File: config.mk
export PLATFORM = sky130hd
export DESIGN_NAME = ctrl_seq
export DESIGN_NICKNAME = d
export VERILOG_FILES = /design/src/rtl/ctrl_pkg.sv /design/src/rtl/ctrl_seq_counter.sv /design/src/rtl/ctrl_seq.sv
export SDC_FILE = /design/constraint.sdc
export NUM_CORES = 1
export LEC_CHECK = 0
export CORE_MARGIN = 1.5
export CORE_UTILIZATION = 37
export DETAILED_ROUTE_END_ITERATION = 16
export GPL_ROUTABILITY_DRIVEN = 0
export GPL_TIMING_DRIVEN = 1
export PLACE_DENSITY = 0.8
export SETUP_SLACK_MARGIN = 0.2
export SLEW_MARGIN = 20
export SYNTH_ARGS = -nofsm -noshare
export SYNTH_HDL_FRONTEND = slang
export SYNTH_HIERARCHICAL = 1
export SYNTH_SLANG_ARGS = --single-unit
export TNS_END_PERCENT = 50
File: constraint.sdc
create_clock -name CLK -period 2.3 [get_ports CLK]
set_input_delay 0.46 -clock CLK [delete_from_list [all_inputs] [get_ports CLK]]
set_output_delay 0.46 -clock CLK [all_outputs]
set_load 0.02 [all_outputs]
File: src/rtl/ctrl_pkg.sv
// Shared encodings for the accumulator-machine control sequencer:
// opcodes, bus sources, AC/E operations and T-state values.
package ctrl_pkg;

    typedef enum logic [2:0] {
        D_AND = 3'd0,
        D_ADD = 3'd1,
        D_LDA = 3'd2,
        D_STA = 3'd3,
        D_BUN = 3'd4,
        D_BSA = 3'd5,
        D_ISZ = 3'd6,
        D_IO  = 3'd7
    } opcode_e;

    typedef enum logic [2:0] {
        BUS_NONE = 3'd0,
        BUS_AR   = 3'd1,
        BUS_PC   = 3'd2,
        BUS_DR   = 3'd3,
        BUS_AC   = 3'd4,
        BUS_IR   = 3'd5,
        BUS_TR   = 3'd6,
        BUS_MEM  = 3'd7
    } bus_sel_e;

    typedef enum logic [3:0] {
        AC_NOP = 4'd0,
        AC_AND = 4'd1,
        AC_ADD = 4'd2,
        AC_LDA = 4'd3,
        AC_CLA = 4'd4,
        AC_CLE = 4'd5,
        AC_CMA = 4'd6,
        AC_CME = 4'd7,
        AC_CIR = 4'd8,
        AC_CIL = 4'd9,
        AC_INC = 4'd10
    } ac_op_e;

    localparam logic [2:0] T0 = 3'd0;
    localparam logic [2:0] T1 = 3'd1;
    localparam logic [2:0] T2 = 3'd2;
    localparam logic [2:0] T3 = 3'd3;
    localparam logic [2:0] T4 = 3'd4;
    localparam logic [2:0] T5 = 3'd5;
    localparam logic [2:0] T6 = 3'd6;

    // b = IR[11:5]; IR[11] (CLA) has the highest priority, IR[5] (INC) the lowest.
    function automatic ac_op_e rr_ac_op(input logic [6:0] b);
        ac_op_e op;
        if      (b[6]) op = AC_CLA;
        else if (b[5]) op = AC_CLE;
        else if (b[4]) op = AC_CMA;
        else if (b[3]) op = AC_CME;
        else if (b[2]) op = AC_CIR;
        else if (b[1]) op = AC_CIL;
        else if (b[0]) op = AC_INC;
        else           op = AC_NOP;
        return op;
    endfunction

endpackage

File: src/rtl/ctrl_seq_counter.sv
// Sequence counter and run flag: clears, increments or holds sc; halt and
// start control the run flag.
module ctrl_seq_counter
    import ctrl_pkg::*;
#(
    parameter int unsigned SC_W = 3
) (
    input  logic            i_clk,
    input  logic            i_rst_n,
    input  logic            i_start,
    input  logic            i_clr,
    input  logic            i_halt,
    output logic [SC_W-1:0] o_sc,
    output logic            o_run
);

    logic [SC_W-1:0] r_sc;
    logic            r_run;

    always_ff @(posedge i_clk) begin
        if (!i_rst_n) begin
            r_sc  <= '0;
            r_run <= 1'b1;
        end else if (!r_run) begin
            r_sc <= '0;
            if (i_start) begin
                r_run <= 1'b1;
            end
        end else begin
            if (i_halt) begin
                r_run <= 1'b0;
            end
            // Anything at or past T6 wraps so an illegal count cannot persist.
            if (i_clr || (r_sc >= SC_W'(T6))) begin
                r_sc <= '0;
            end else begin
                r_sc <= r_sc + SC_W'(1);
            end
        end
    end

    assign o_sc  = r_sc;
    assign o_run = r_run;

endmodule

File: src/rtl/ctrl_seq.sv
// Fetch/decode/execute sequencer: decodes (sc, run, IR) into PC, register,
// memory, bus and AC strobes for the 16-bit accumulator machine.
module ctrl_seq
    import ctrl_pkg::*;
#(
    parameter int unsigned SC_W = 3
) (
    input  logic            CLK,
    input  logic            RSTn,
    input  logic            start,
    input  logic [15:0]     IR,
    output logic [SC_W-1:0] sc,
    output logic            run,
    output logic            pcCLR,
    output logic            pcLD,
    output logic            pcINR,
    output logic            ISZ,
    output logic            SPA,
    output logic            SNA,
    output logic            SZA,
    output logic            SZE,
    output logic            arLD,
    output logic            arINR,
    output logic            irLD,
    output logic            drLD,
    output logic            drINR,
    output logic            memRD,
    output logic            memWR,
    output logic [2:0]      busSel,
    output logic [3:0]      acOp
);

    logic [SC_W-1:0] w_sc;
    logic            w_run;
    logic            w_clr;
    logic            w_halt;
    logic            w_i;
    opcode_e         w_d;
    logic [11:0]     w_b;
    bus_sel_e        w_bus_sel;
    ac_op_e          w_ac_op;

    assign w_i = IR[15];
    assign w_d = opcode_e'(IR[14:12]);
    assign w_b = IR[11:0];

    ctrl_seq_counter #(
        .SC_W (SC_W)
    ) u_counter (
        .i_clk   (CLK),
        .i_rst_n (RSTn),
        .i_start (start),
        .i_clr   (w_clr),
        .i_halt  (w_halt),
        .o_sc    (w_sc),
        .o_run   (w_run)
    );

    always_comb begin
        pcCLR     = 1'b0;
        pcLD      = 1'b0;
        pcINR     = 1'b0;
        ISZ       = 1'b0;
        SPA       = 1'b0;
        SNA       = 1'b0;
        SZA       = 1'b0;
        SZE       = 1'b0;
        arLD      = 1'b0;
        arINR     = 1'b0;
        irLD      = 1'b0;
        drLD      = 1'b0;
        drINR     = 1'b0;
        memRD     = 1'b0;
        memWR     = 1'b0;
        w_bus_sel = BUS_NONE;
        w_ac_op   = AC_NOP;
        w_clr     = 1'b0;
        w_halt    = 1'b0;
        if (!RSTn) begin
            pcCLR = 1'b1;
        end else if (w_run) begin
            case (w_sc)
                SC_W'(T0): begin
                    w_bus_sel = BUS_PC;
                    arLD      = 1'b1;
                end
                SC_W'(T1): begin
                    w_bus_sel = BUS_MEM;
                    memRD     = 1'b1;
                    irLD      = 1'b1;
                    pcINR     = 1'b1;
                end
                SC_W'(T2): begin
                    w_bus_sel = BUS_IR;
                    arLD      = 1'b1;
                end
                SC_W'(T3): begin
                    if (w_d == D_IO) begin
                        w_clr = 1'b1;
                        if (!w_i) begin
                            SPA     = w_b[4];
                            SNA     = w_b[3];
                            SZA     = w_b[2];
                            SZE     = w_b[1];
                            w_ac_op = rr_ac_op(w_b[11:5]);
                            w_halt  = w_b[0];
                        end
                    end else if (w_i) begin
                        w_bus_sel = BUS_MEM;
                        memRD     = 1'b1;
                        arLD      = 1'b1;
                    end
                end
                SC_W'(T4): begin
                    case (w_d)
                        D_AND, D_ADD, D_LDA, D_ISZ: begin
                            w_bus_sel = BUS_MEM;
                            memRD     = 1'b1;
                            drLD      = 1'b1;
                        end
                        D_STA: begin
                            w_bus_sel = BUS_AC;
                            memWR     = 1'b1;
                            w_clr     = 1'b1;
                        end
                        D_BUN: begin
                            w_bus_sel = BUS_AR;
                            pcLD      = 1'b1;
                            w_clr     = 1'b1;
                        end
                        D_BSA: begin
                            w_bus_sel = BUS_PC;
                            memWR     = 1'b1;
                            arINR     = 1'b1;
                        end
                        default: w_clr = 1'b1;
                    endcase
                end
                SC_W'(T5): begin
                    w_clr = 1'b1;
                    case (w_d)
                        D_AND: w_ac_op = AC_AND;
                        D_ADD: w_ac_op = AC_ADD;
                        D_LDA: w_ac_op = AC_LDA;
                        D_BSA: begin
                            w_bus_sel = BUS_AR;
                            pcLD      = 1'b1;
                        end
                        D_ISZ: begin
                            drINR = 1'b1;
                            w_clr = 1'b0;
                        end
                        default: w_clr = 1'b1;
                    endcase
                end
                SC_W'(T6): begin
                    w_clr = 1'b1;
                    if (w_d == D_ISZ) begin
                        w_bus_sel = BUS_DR;
                        memWR     = 1'b1;
                        ISZ       = 1'b1;
                    end
                end
                default: w_clr = 1'b1;
            endcase
        end
    end

    assign sc     = w_sc;
    assign run    = w_run;
    assign busSel = w_bus_sel;
    assign acOp   = w_ac_op;

endmodule
**Word level (Yosys, flattened, before mapping)**

Cells that the tools add are included.

- Add/sub/neg operators: 1
- Multipliers: 0
- Div/mod/pow operators: 0
- Order comparisons: 1
- Equality and inequality tests: 13
- Shift-type cells: 0
- Multiplexer cells: 90
- Bitwise logic cells: 2
- Reductions and logical operators: 9

Operator list:

| operator | count |
|---|---|
| $mux W1 | 65 |
| $mux W4 | 11 |
| $eq A3 B3 Y1 const B | 7 |
| $pmux W3 S7 | 1 |
| $eq A3 B2 Y1 const B | 4 |
| $mux W3 | 4 |
| $pmux W3 S4 | 1 |
| $pmux W4 S2 | 1 |
| $eq A3 B1 Y1 const B | 2 |
| $logic_not A3 Y1 | 2 |
| $pmux W1 S2 | 3 |
| $pmux W2 S3 | 1 |
| $reduce_or A3 Y1 | 2 |
| $reduce_or A5 Y1 | 1 |
| $pmux W1 S4 | 1 |
| $reduce_or A2 Y1 | 2 |
| $reduce_or A4 Y1 | 1 |
| $add A3 B1 Y3 const B | 1 |
| $ge A3 B3 Y1 const B | 1 |
| $pmux W1 S3 | 1 |
| $mux W2 | 1 |
| $not A1 Y1 | 2 |
| $logic_or A1 B1 Y1 | 1 |

- Register bits: 4
- Latch bits: 0
- RAM bits: 0
- Memory bits (read-only): 0
- Output and inout port bits: 26
- Word-level logic and storage cells: 118
- Memories: 0

**Depth between registers and ports, before layout**

- Depth after elaboration: 12
- Gate-level depth with buffers: 8

**Hierarchy**

Netlist, hierarchy kept.

Modules (own cells, without submodules):

| module | instances | cells an instance | area an instance (µm²) |
|---|---|---|---|
| ctrl_seq | 1 | 88 | 583.1 |
| ctrl_seq_counter | 1 | 16 | 167.7 |

**Least setup slack after synthesis**

Ideal clock, no wire load.

- Kind: register to output
- From: register u_counter.r_sc[0], in the netlist u_counter/o_sc[0]
- To: output port acOp[1]
- Arrival: 1772 ps
- Required time: 1840 ps
- Setup slack: 68 ps
- Stages on the path, launching flop included: 6
- Buffers on the path: 1
- Cell sequence: dfxtp_1 buf_6 and2b_4 nand4_4 or4_1 a21oi_1

- Longest elaborated chain between the ends: 4

Ends and longest elaborated chain:

| element | line | RTL |
|---|---|---|
| from (decl) | ctrl_seq_counter.sv:17 | `logic [SC_W-1:0] r_sc;` |
| from (signal assigned) | ctrl_seq_counter.sv:37 | `r_sc <= r_sc + SC_W'(1);` |
| $eq A3 B3 Y1 / $eq A3 B2 Y1 (equally long branches) | ctrl_seq.sv:82 | `case (w_sc)` |
| $pmux W4 S2 (*) | ctrl_seq.sv:82 |  |
| $mux W4 (*) | ctrl_seq.sv:81 | `end else if (w_run) begin` |
| $mux W4 (*) | ctrl_seq.sv:79 | `if (!RSTn) begin` |
| to (decl) | ctrl_seq.sv:30 | `output logic [3:0] acOp` |

Mark *: on every way between the ends. The rest lies on a longest branch, timed or not.

**Worst setup path after layout**

- From: input port IR[12]
- To: output port busSel[2]

- Longest elaborated chain between the ends: 6

Ends and longest elaborated chain:

| element | line | RTL |
|---|---|---|
| from (decl) | ctrl_seq.sv:11 | `input logic [15:0] IR,` |
| $eq A3 B3 Y1, or another cell as far along | ctrl_seq.sv:115 | `case (w_d)` |
| $reduce_or A4 Y1 | ctrl_seq.sv:115 |  |
| $pmux W3 S4 | ctrl_seq.sv:115 |  |
| $pmux W3 S7 (*) | ctrl_seq.sv:82 |  |
| $mux W3 (*) | ctrl_seq.sv:81 |  |
| $mux W3 (*) | ctrl_seq.sv:79 |  |
| to (decl) | ctrl_seq.sv:29 | `output logic [2:0] busSel,` |

Marks and branches as above.

==> flow_metrics.tcl <==
set metrics [dict create \
    final_cell_mix "buf_4 (38), clkdlybuf4s50_1 (12), buf_2 (8)" \
    grt-ovfl-total 0 \
    tightestPinTransition_ps 381.6 \
    start_util 0.3866 \
    rows 16 \
    end_kind "primary output" \
    fin_crit_ps 2234 \
    cts_hold_buffers 0 \
    die_area_mm2 0.002308 \
    portBuffers 44 \
    dpl.hpwl_um 2145 \
    ir_drop_uv 396.6 \
    grt_pass1_wl_um 4443 \
    status "finished clean" \
    grt_pass1_vias 1030 \
    period_share 0.9715 \
    cp_cell_sequence "buf_8 -> buf_6 -> mux2_4 -> or3_4 -> o211a_1 -> a21oi_1 -> buf_4" \
    vias 1071 \
    required_ps 1840 \
    fin_cells 205 \
    synth_edf_count 0 \
    fmax_mhz 447.5 \
    drt_first_pass_iters 4 \
    ys.warnings.count 6 \
    numClockSinks 4 \
    synth-seq-cells 4 \
    setup_violations 0 \
    r2r-start "u_counter/o_sc[2]" \
    dp_slack_ps -871.5 \
    dpl_cell_area_mm2 0.001411 \
    final_common_cell "buf_4" \
    clk_pin_slew_ps 40 \
    netlist_area_um2 750.7 \
    routed_wl_um 2957 \
    hold_slack_ps 612.7 \
    grtUsageTotal 0.2751 \
    cp_slowest_cell "or3_4" \
    clockBufferDepth 2 \
    finalPower_mw 0.5023 \
    final_layout_size_suffix_gt1_frac 0.4831 \
    whs_endpoint "u_counter/o_sc[0]" \
    cts_tree "yes" \
    pin_count 45 \
    antenna_found_initial 0 \
    drtIter0Drc 23 \
    path_class "input pin to primary output" \
    drv_cap 0 \
    r2r_slack_ps 590 \
    synth_area_per_cell_um2 7.218 \
    die_y_um 48.05 \
    wire_per_inst_um 14.42 \
    crit_path_max_fanout 4 \
    vias_per_cell 5.224 \
    async_flop_share 0 \
    cp-start-kind "input pin" \
    p_per_area_mw_per_mm2 334.8 \
    clkLatencyLatePin_ps 240 \
    placed_cells 199 \
    htree_levels 1 \
    rsz0062_at_grt "true" \
    synth_fp_nets 129 \
    synthCells 104 \
    synth_seq_area_share 0.1067 \
    leakage_nw 0.6865 \
    slew_headroom 0.7390 \
    setup_ws_ps 65.53 \
    insertedDiodeCount 0 \
    postLayoutCoreUtil 0.7726 \
    ys_types 43 \
    cp_slowest_stage_delay_ps 370 \
    layout.nets 205 \
    slew_violations 0 \
    synthFlopType "dfxtp_1" \
    hold_viol_final 0 \
    arrival_ps 1770 \
    numCtsBuffers 3 \
    core_area_mm2 0.001942 \
    grt_max_degree 14 \
    stdcell_area_mm2 0.001500 \
    tns_ps 0 \
    ant_nets 0 \
    die_w_um 48.05 \
    rr_worst_depth 8 \
    root_buffer "clkbuf_4" \
    reg2reg_to "u_counter/o_sc[1]" \
    finalClockSkew_ps 2.814 \
    area_delta_synth_final_pct 99.83 \
    holdPathStages 2 \
    drc_errors 0 \
    hp-start "u_counter/o_sc[0]" \
    fill_cells 145 \
    min_path_type "flip-flop to flip-flop" \
]
## cells in the mapped netlist (2+ instances only)
cell | instances | area (um2)
a21oi_1 | 9 | 45.04
nor2_1 | 8 | 30.03
and2_1 | 7 | 43.79
inv_1 | 7 | 26.28
ha_1 | 6 | 75.07
nand2_1 | 6 | 22.52
nor3_1 | 6 | 30.03
dfxtp_1 | 4 | 80.08
nand4_1 | 3 | 18.77
o21ai_0 | 3 | 15.01
or3_1 | 3 | 18.77
a31oi_1 | 2 | 12.51
buf_6 | 2 | 22.52
clkbuf_1 | 2 | 7.510
mux2_2 | 2 | 22.52
nand2b_1 | 2 | 12.51
nor4_1 | 2 | 12.51
o21bai_1 | 2 | 15.01
or2_2 | 2 | 12.51
or4_1 | 2 | 15.01
xnor2_1 | 2 | 17.52
## logic make-up after synthesis
| kind of cell | share of synthesized area |
|---|---|
| adder cells (fa/ha/maj) | 0.1000 |
| buffers and inverters | 0.1100 |
| flip-flops | 0.1067 |
| multiplexers | 0.03000 |
| XOR/XNOR | 0.03501 |
| AND/OR/NAND/NOR | 0.3967 |
| AO/OA/AOI/OAI | 0.2217 |
## metal layers
metal	up-vias	GRT usage	share of wire
met5	-	0	0
met4	0	0.1676	0.034
met3	10	0.03396	0.036
met2	32	0.4747	0.53
met1	504	0.3193	0.40
li1	525	-	-
## registers in the layout (all words and copies together) (netlist names)
signal	cells
u_counter/o_run	1
u_counter/o_sc	3
## area by class of cell
| cell class | instances | area [um2] | area share |
|---|---|---|---|
| clock buffers | 3 | 22.52 | 0.01501 |
| inverters | 7 | 26.28 | 0.01751 |
| multi-input cells | 86 | 675.6 | 0.4504 |
| flip-flops and latches | 4 | 85.08 | 0.05671 |
| well taps | 27 | 33.78 | 0.02252 |
| repair buffers | 78 | 656.9 | 0.4379 |
## worst max path at each step
stage,startpoint,endpoint,cells after the start
finish,IR[12],busSel[2],7
global route,IR[12],busSel[0],7
CTS,IR[12],busSel[0],7
detailed placement,IR[13],acOp[1],7
global placement,IR[13],acOp[1],7
floorplan,u_counter/o_sc[0],acOp[1],5
## critical path, delay by kind of cell
family	cells	cell delay, ps
AND/OR/NAND/NOR	1	370
buffers and inverters	3	370
AO/OA/AOI/OAI	2	320
multiplexers	1	250
## where the power goes
group | total [mW] | switching [mW] | internal, mW
Sequential | 0.0961 | 0.0174 | 0.0787
Clock | 0.0885 | 0.0300 | 0.0585
Combinational | 0.318 | 0.153 | 0.165
Total | 0.502 | 0.200 | 0.302
## what timing repair did
| item | in CTS | in global routing |
|---|---|---|
| resized for setup | 133 | 12 |
| endpoints found under the setup margin | 26 | 17 |
| setup buffers | 3 | 0 |
| pin swaps | 16 | 8 |
(Power assumes the default switching activity.)
==> patch, RTL diff (same settings) <==
Register the inputs `start` and `IR` before use, without a reset. The logic sees them one clock later.
--- a/src/rtl/ctrl_seq.sv
+++ b/src/rtl/ctrl_seq.sv
@@ -30,6 +30,14 @@
     output logic [3:0]      acOp
 );
 
+    logic start_q;
+    logic [15:0] IR_q;
+
+    always_ff @(posedge CLK) begin
+        start_q <= start;
+        IR_q    <= IR;
+    end
+
     logic [SC_W-1:0] w_sc;
     logic            w_run;
     logic            w_clr;
@@ -40,16 +48,16 @@
     bus_sel_e        w_bus_sel;
     ac_op_e          w_ac_op;
 
-    assign w_i = IR[15];
-    assign w_d = opcode_e'(IR[14:12]);
-    assign w_b = IR[11:0];
+    assign w_i = IR_q[15];
+    assign w_d = opcode_e'(IR_q[14:12]);
+    assign w_b = IR_q[11:0];
 
     ctrl_seq_counter #(
         .SC_W (SC_W)
     ) u_counter (
         .i_clk   (CLK),
         .i_rst_n (RSTn),
-        .i_start (start),
+        .i_start (start_q),
         .i_clr   (w_clr),
         .i_halt  (w_halt),
         .o_sc    (w_sc),
Formal check against the unedited RTL: not equivalent (a bounded check fails within 4 cycles, from zero or initial values and one cycle with RSTn low).
==> patch against the unedited design <==
- area after synthesis grew 45%
- first-iteration DRC count shrank 13%
- count of clock-buffer cells in the layout grew 1
- via count grew 7.5%
- die area grew 42%
- worst hold slack lost 120 ps
- sequential power grew to 4.2 times the old value
- sequential cell count grew 17
- power grew 82%
- fmax shrank 3.9%
- critical path type is now flop to output port
- setup slack lost 91 ps
- final area grew 33%
- the run now ends with setup timing left
- routed wire length grew 3.8%
==> patch: results (changes against the unedited design) <==
status:
  status: "complete, but fails checks"
  violations: "setup timing"
detailed_routing:
  first_pass_iters: 4  # unchanged
  wl_met3_um: 140  # +31%
  routed-wl-met2_um: 1700  # +8.6%
  met1Wirelength_um: 1180  # -0.59%
  routedWlPerCell_um: 13.6  # -5.4%
  drtIter0Drc: 20  # -13%
  viasPerCell: 5.12  # -2.1%
worst_setup_path:
  r2r_slack_ps: 370  # -220 ps
  crit_start: "IR_q[13]$_DFF_P_"
  slowest_stage: "or3_4"
  critPathTopFamily: "simple AND/OR/NAND/NOR gates"
  r2r-end: "u_counter/o_sc[0]$_SDFF_PP0_"
  r2r_cells: 10  # +2
  arrival_ps: 1870  # +100 ps
  cpPeakStageDelay_ps: 350  # -20 ps
  r2r-start: "IR_q[12]$_DFF_P_"
global_route:
  grt_first_pass_wirelength_um: 5000  # +12%
  grt_pass1_vias: 1219  # +18%
  grt_start_max_net_pins: 15  # +1
  grt_util_met1: 0.208  # -0.112
  grt_util_all_layers: 0.195  # -0.0804
  met3_usage: 0.0317  # -0.00222
  use_met2: 0.368  # -0.107
hold_path:
  holdPathEnd: "u_counter/o_run$_SDFF_PN1_"
  hold_start: "start_q$_DFF_P_"
  holdPathStages: 2  # unchanged
  hp-class: "flop to flop"
clock_tree:
  postCtsResizedCells: 146  # +9.8%
  clk_pin_slew_ps: 100  # +60 ps
  clk_latency_ps: 300  # +60 ps
logic_synthesis:
  synth_nets: 146  # +13%
  synth-adder-area-share: 0.0688  # -0.0312
  synth.area.mux_share: 0.0206  # -0.00936
  yosys_warnings: 6  # unchanged
  synth_area_leaders: "dfxtp_1, ha_1, a21oi_1"
  synth_cell_types: 43  # unchanged
  ys_top_cells_by_count: "dfxtp_1, a21oi_1, nor2_1"
  synth_xor_area_frac: 0.0241  # -0.0109
  synth_compound_area_frac: 0.153  # -0.0691
  ys_seq_area_frac: 0.385  # +0.279
power:
  p_per_area_nw_per_um2: 459  # +37%
  clock_power_mw: 0.167  # +89%
  p_sw_frac: 0.307  # -0.0909
  vdd_drop_max_mv: 0.573  # +45%
  p_seq_frac: 0.442  # +0.251
  power.leakage_nw: 0.844  # +23%
layout:
  n_fill_cell: 222  # +53%
  drive_gt1_frac: 0.531  # +0.0478
  layout.nets: 220  # +7.3%
  largest_reg_flops: 16  # +13
timing:
  setup_slack_ps: -25.3  # -90.8 ps
  tightest_slew_ps: 384  # +2.65 ps
  setup-violations-final: 4  # +4
  skew_ps: 1.86  # -0.951 ps
placement:
  hpwlAfterDp_um: 2240  # +4.3%
patch: per-stage QoR:
step / setup WS [ps] / TNS (ps) / std cells / hold slack, ps / area [µm²]
after floorplan: 139 / 0 / 121 / 454 / 1100
after global placement: -321 / -4690 / 216 / 463 / 1730
after detailed placement: -382 / -5180 / 216 / 485 / 1730
after CTS: -43.9 / -144 / 223 / 500 / 1880
after global routing: -126 / -591 / 225 / 529 / 1990
final: -25.3 / -45.5 / 225 / 498 / 1990
patch: worst max path at each step:
stage                end  slack, ps
6_report       busSel[0]        -30
5_1_grt          acOp[1]       -130
4_1_cts        busSel[0]        -40
3_5_place_dp       arINR       -380
3_3_place_gp       arINR       -320
2_1_floorplan    acOp[1]        140
patch: layout make-up:
type / count / area share
clock buffer: 4 / 0.0132
sequential: 21 / 0.215
inverter: 7 / 0.0157
multi-input combinational: 86 / 0.384
tap: 31 / 0.0195
timing repair buffer: 76 / 0.353
